<file path="config.mk">
export PLATFORM = sky130hd
export DESIGN_NAME = spectrum_band_packer
export DESIGN_NICKNAME = d
export VERILOG_FILES = /design/src/rtl/spectrum_pkg.sv /design/src/rtl/band_scale_sat.sv /design/src/rtl/spectrum_band_packer.sv
export SDC_FILE = /design/constraint.sdc
export NUM_CORES = 1
export LEC_CHECK = 0
export ABC_CLOCK_PERIOD_IN_PS = 4800
export CORE_AREA = 2 2 146 148
export DETAILED_ROUTE_END_ITERATION = 8
export DIE_AREA = 0 0 148 150
export GPL_TIMING_DRIVEN = 1
export PLACE_DENSITY = 0.82
export SETUP_SLACK_MARGIN = 0.02
export SLEW_MARGIN = 15
export SYNTH_ARGS = -nofsm -noshare
export SYNTH_HDL_FRONTEND = slang
export SYNTH_SLANG_ARGS = --single-unit
</file>
<file path="constraint.sdc">
create_clock -name clk -period 4.8 [get_ports clk]
set_clock_uncertainty 0.2 [all_clocks]
set_input_delay 1.44 -clock clk [delete_from_list [all_inputs] [get_ports clk]]
set_output_delay 1.44 -clock clk [all_outputs]
set_load 0.03 [all_outputs]
</file>
<file path="src/rtl/spectrum_pkg.sv">
// rtl/spectrum_pkg.sv - shared band constants, packer state encoding and packed-field offset helper
package spectrum_pkg;

  localparam int NUM_BANDS = 8;
  localparam int BAND_W    = 12;
  localparam int BAND_MAX  = 4095;

  typedef enum logic [1:0] {
    ACCUM   = 2'd0,
    PUBLISH = 2'd1,
    DISCARD = 2'd2
  } state_e;

  function automatic int band_lsb(input int k);
    return k * BAND_W;
  endfunction

endpackage

</file>
<file path="src/rtl/band_scale_sat.sv">
// rtl/band_scale_sat.sv - combinational right shift and saturation of one band sum to a 12-bit field
module band_scale_sat
  import spectrum_pkg::*;
#(
  parameter int ACC_W       = 20,
  parameter int SCALE_SHIFT = 4
) (
  input  logic [ACC_W-1:0]  acc_i,
  output logic [BAND_W-1:0] field_o
);

  localparam int EXT_W = ACC_W + BAND_W;

  // Zero-extended first so narrow accumulators still compare correctly against BAND_MAX.
  logic [EXT_W-1:0] scaled;

  assign scaled  = {{BAND_W{1'b0}}, acc_i} >> SCALE_SHIFT;
  assign field_o = (scaled > EXT_W'(BAND_MAX)) ? BAND_W'(BAND_MAX) : scaled[BAND_W-1:0];

endmodule

</file>
<file path="src/rtl/spectrum_band_packer.sv">
// rtl/spectrum_band_packer.sv - sums FFT bins into 8 bands and publishes a 96-bit packed word per frame; SPECTRUM_PEAK_HOLD_EN adds decaying peak hold
module spectrum_band_packer
  import spectrum_pkg::*;
#(
  parameter int N_BINS      = 128,
  parameter int MAG_W       = 16,
  parameter int SCALE_SHIFT = 4,
  parameter int DECAY       = 8
) (
  input  logic                        clk,
  input  logic                        rst_n,
  input  logic [MAG_W-1:0]            mag_data,
  input  logic                        mag_valid,
  input  logic                        mag_last,
  output logic                        mag_ready,
  output logic [NUM_BANDS*BAND_W-1:0] spectrum_data_packed,
  output logic                        spectrum_valid
);

  localparam int BPB   = N_BINS / NUM_BANDS;
  localparam int BPB_W = $clog2(BPB);
  localparam int CNT_W = $clog2(N_BINS);
  localparam int ACC_W = MAG_W + BPB_W;

  state_e                        state_q;
  logic [CNT_W-1:0]              bin_cnt_q;
  logic [ACC_W-1:0]              acc_q [NUM_BANDS];
  logic [NUM_BANDS*BAND_W-1:0]   data_q;
  logic                          valid_q;

  logic [BAND_W-1:0]             sat_d   [NUM_BANDS];
  logic [BAND_W-1:0]             field_d [NUM_BANDS];
  logic [NUM_BANDS*BAND_W-1:0]   data_d;
  logic                          accept;
  logic [2:0]                    band_sel;

  assign mag_ready            = (state_q != PUBLISH);
  assign accept               = mag_valid && mag_ready;
  assign band_sel             = bin_cnt_q[CNT_W-1 -: 3];
  assign spectrum_data_packed = data_q;
  assign spectrum_valid       = valid_q;

  // Only legal configurations elaborate the band datapath.
  if (N_BINS >= NUM_BANDS && DECAY >= 0) begin : g_bands
    for (genvar g = 0; g < NUM_BANDS; g++) begin : g_band
      band_scale_sat #(
        .ACC_W      (ACC_W),
        .SCALE_SHIFT(SCALE_SHIFT)
      ) u_scale (
        .acc_i  (acc_q[g]),
        .field_o(sat_d[g])
      );
`ifdef SPECTRUM_PEAK_HOLD_EN
      // The published field doubles as the hold register.
      logic [BAND_W-1:0] hold;
      logic [BAND_W-1:0] decayed;
      assign hold       = data_q[band_lsb(g) +: BAND_W];
      assign decayed    = (hold >= BAND_W'(DECAY)) ? hold - BAND_W'(DECAY) : '0;
      assign field_d[g] = (sat_d[g] > decayed) ? sat_d[g] : decayed;
`else
      assign field_d[g] = sat_d[g];
`endif
    end
  end

  always_comb begin
    data_d = '0;
    for (int k = 0; k < NUM_BANDS; k++) begin
      data_d[band_lsb(k) +: BAND_W] = field_d[k];
    end
  end

  always_ff @(posedge clk or negedge rst_n) begin
    if (!rst_n) begin
      state_q   <= ACCUM;
      bin_cnt_q <= '0;
      data_q    <= '0;
      valid_q   <= 1'b0;
      for (int k = 0; k < NUM_BANDS; k++) acc_q[k] <= '0;
    end else begin
      valid_q <= 1'b0;
      case (state_q)
        ACCUM: begin
          if (accept) begin
            acc_q[band_sel] <= acc_q[band_sel] + ACC_W'(mag_data);
            if (mag_last) begin
              state_q <= PUBLISH;
            end else if (bin_cnt_q == CNT_W'(N_BINS - 1)) begin
              state_q <= DISCARD;
            end else begin
              bin_cnt_q <= bin_cnt_q + CNT_W'(1);
            end
          end
        end
        DISCARD: begin
          if (accept && mag_last) state_q <= PUBLISH;
        end
        PUBLISH: begin
          data_q    <= data_d;
          valid_q   <= 1'b1;
          bin_cnt_q <= '0;
          for (int k = 0; k < NUM_BANDS; k++) acc_q[k] <= '0;
          state_q   <= ACCUM;
        end
        default: state_q <= ACCUM;
      endcase
    end
  end

endmodule
</file>
==> results.json <==
{
  "cts_buffers": 28,
  "hold_class": "register to register",
  "h-tree-depth": 1,
  "drive_above_1_share_pct": 10.07,
  "wl_um": 35570,
  "layout.nets": 1099,
  "crit_chain": "nor3b_2 -> buf_12 -> a22oi_1 -> nand4_1 -> ha_1 -> a21oi_1 -> o211ai_1 -> a211oi_1 -> o21bai_1 -> xor2_1 -> a22o_1",
  "period_share_pct": 90.03,
  "synth_edf_count": 0,
  "clk_latency_ns": 0.55,
  "powerDensity_mw_per_mm2": 518.2,
  "setup_viol": 0,
  "synth_area_mm2": 0.01152,
  "r2r_end": "acc_q[30]$_DFFE_PN0P_",
  "use_met1_pct": 42.88,
  "status": "completed",
  "syn_inst": 958,
  "vias": 9338,
  "gp_congestion": 0.9730,
  "num_io_pins": 118,
  "met3_usage_pct": 6.341,
  "cts_resized": 0,
  "hold_buffers": 0,
  "hpwl_um": 23450,
  "cts_tree": "yes",
  "path_max_fanout": 16,
  "fillers": 1519,
  "port_buffers": 117,
  "yosysSeqAreaShare_pct": 57.76,
  "wl_per_cell_um": 26.21,
  "post-cts-setup-buffer-count": 0,
  "gr-usage-met2_pct": 50.30,
  "slew_violations": 0,
  "worst_path_max_delay_cell": "nor3b_2",
  "cp-start-kind": "register",
  "rsz0062_at_grt": "false",
  "max_cap_viol_count": 0,
  "clock_path_buffers": 3,
  "coreArea_mm2": 0.02069,
  "min_from": "acc_q[42]$_DFFE_PN0P_",
  "first_iter_violations": 967,
  "max_slew.worst_pin.slew_ns": 1.268,
  "total_power_uw": 7268,
  "vias_per_cell": 6.881,
  "vdd_drop_max_uv": 305.8,
  "synth.avg_cell_area_um2": 12.03,
  "ys_types": 57,
  "grt_pass1_vias": 9147,
  "synthArstFlopShare_pct": 100.0,
  "drtAntennaViolNets": 0,
  "grt_pass1_wl_um": 54040,
  "yosysWarnings": 0,
  "path_buf_inv": 1,
  "synth_ff_type": "dfrtp_1",
  "clockRootBuffer": "clkbuf_16",
  "min_period_ns": 4.322,
  "busiest_layer": "met2",
  "cp_top_family": "compound AO/OA/AOI/OAI gates",
  "start_util_pct": 55.70,
  "drc": 0,
  "die_area_mm2": 0.02220,
  "ys_ff_latch": 266,
  "rr_startpoint": "bin_cnt_q[5]$_DFFE_PN0P_",
  "drt_first_pass_iters": 6,
  "post-route-util_pct": 67.79,
  "min_to": "acc_q[42]$_DFFE_PN0P_",
  "areaGrowthSynthToFinish_pct": 21.70,
  "tns_ns": 0,
  "antenna_found_initial": 0,
  "grt_use_total_pct": 32.15,
  "gr-total-overflow": 0,
  "maxSlewHeadroom_pct": 15.44,
  "reg2reg_depth": 11,
  "clock-sinks": 266,
  "die_h_um": 150,
  "p_leak_uw": 0.006217,
  "rows": 53,
  "syn_nets": 996,
  "hold_path_depth": 2,
  "diodes": 0,
  "path_clk_slew_ns": 0.06,
  "ff2ff_setup_slack_ns": 0.48,
  "die_x_um": 148,
  "grt_max_degree": 120,
  "fmax_ghz": 0.2314,
  "crit_arrival_ns": 4.60,
  "hold_violations": 0,
  "critPathMaxStageDelay_ns": 0.79,
  "required_ns": 5.08,
  "critPathCaptureType": "register",
  "worstSetupPathType": "register to register"
}
-- routing by layer --
metal  wire (um)  up-vias
met2       16580      579
met1       13770     4727
met3        3109      123
met5           0        -
li1            -     3909
met4        2107        0
-- layout by cell type (no fill, tap or decap), types with 13 or more instances in the layout --
cell type / netlist / final
a22o_1: 120 / 120
nand2_1: 78 / 78
ha_1: 17 / 17
o22a_1: 96 / 96
nor2_1: 18 / 18
dfrtp_1: 266 / 266
nand4_1: 19 / 19
a22oi_1: 64 / 64
and2_1: 13 / 13
buf_4: 1 / 26
clkbuf_16: 0 / 29
a21oi_1: 15 / 15
o21ai_0: 53 / 45
clkdlybuf4s50_1: 0 / 116
-- synthesized netlist by cell type, types with 6 or more instances --
cell type / n / area, um2
a21oi_1: 15 / 75.07
a22o_1: 120 / 1051
a22oi_1: 64 / 480.5
and2_1: 13 / 81.33
and3_1: 6 / 37.54
buf_1: 10 / 37.54
buf_2: 8 / 40.04
clkbuf_1: 55 / 206.5
dfrtp_1: 266 / 6656
ha_1: 17 / 212.7
inv_1: 6 / 22.52
mux4_2: 7 / 157.7
nand2_1: 78 / 292.8
nand4_1: 19 / 118.9
nor2_1: 18 / 67.56
nor4_1: 8 / 50.05
o21ai_0: 53 / 265.3
o21ai_1: 8 / 40.04
o22a_1: 96 / 840.8
xor2_1: 7 / 61.31
-- final cells by class --
| class | instances | area, um2 | share of cell area (%) |
|---|---|---|---|
| clock inverters | 8 | 90.09 | 0.6423 |
| well taps | 275 | 344.1 | 2.453 |
| inverters | 7 | 27.53 | 0.1963 |
| flip-flops and latches | 266 | 6656 | 47.46 |
| clock buffers | 43 | 848.3 | 6.048 |
| multi-input cells | 611 | 4608 | 32.85 |
| repair buffers | 147 | 1451 | 10.35 |
-- worst max path at each step --
stage                     cells past startpoint  slack, ns                endpoint                      from
after CTS                                    11       0.60  acc_q[110]$_DFFE_PN0P_  bin_cnt_q[5]$_DFFE_PN0P_
final                                        11       0.48   acc_q[30]$_DFFE_PN0P_  bin_cnt_q[5]$_DFFE_PN0P_
after global routing                         12       0.38   acc_q[90]$_DFFE_PN0P_  bin_cnt_q[5]$_DFFE_PN0P_
after global placement                        9       0.38   acc_q[90]$_DFFE_PN0P_               mag_data[0]
after detailed placement                      9       0.30   acc_q[30]$_DFFE_PN0P_               mag_data[0]
after floorplan                              15       1.08   acc_q[10]$_DFFE_PN0P_  bin_cnt_q[4]$_DFFE_PN0P_
-- flip-flops by register name (all words and copies together) (netlist names) --
name,cells
acc_q,160
spectrum_data_packed,96
state_q,2
spectrum_valid,1
bin_cnt_q,7
-- worst register-to-register path, cell delays in order (launching register included) --
cell and delay (ns):
dfrtp_1 0.61, nor3b_2 0.80, buf_12 0.24, a22oi_1 0.16, nand4_1 0.18, ha_1 0.30, a21oi_1 0.27, o211ai_1 0.19
a211oi_1 0.43, o21bai_1 0.13, xor2_1 0.51, a22o_1 0.26
-- metrics by stage --
| stage | setup WS (ns) | instance area (um2) | hold WS (ns) | std cells |
|---|---|---|---|---|
| 2_1_floorplan | 1.077 | 11520 | 0.2502 | 958 |
| 3_3_place_gp | 0.3832 | 13080 | 0.2644 | 1306 |
| 3_5_place_dp | 0.3041 | 13080 | 0.2781 | 1306 |
| 4_1_cts | 0.6021 | 14020 | 0.2903 | 1357 |
| 5_1_grt | 0.3761 | 14030 | 0.3098 | 1357 |
| 6_report | 0.4785 | 14030 | 0.2942 | 1357 |
-- logic make-up after synthesis --
kind of cell / Yosys count / share of synthesized area, %
XOR/XNOR: 16 / 1.477
multiplexers: 14 / 2.008
AND/OR/NAND/NOR: 171 / 7.437
buffers and inverters: 81 / 2.758
flip-flops: 266 / 57.76
AO/OA/AOI/OAI: 392 / 26.54
adder cells (fa/ha/maj): 18 / 2.019
-- power by group --
group          switching [uW]  total (uW)  internal, uW
clock                     886        2200          1320
sequential                181        2660          2470
combinational            1490        2410           920
total                    2560        7270          4710
(Power assumes the default switching activity.)
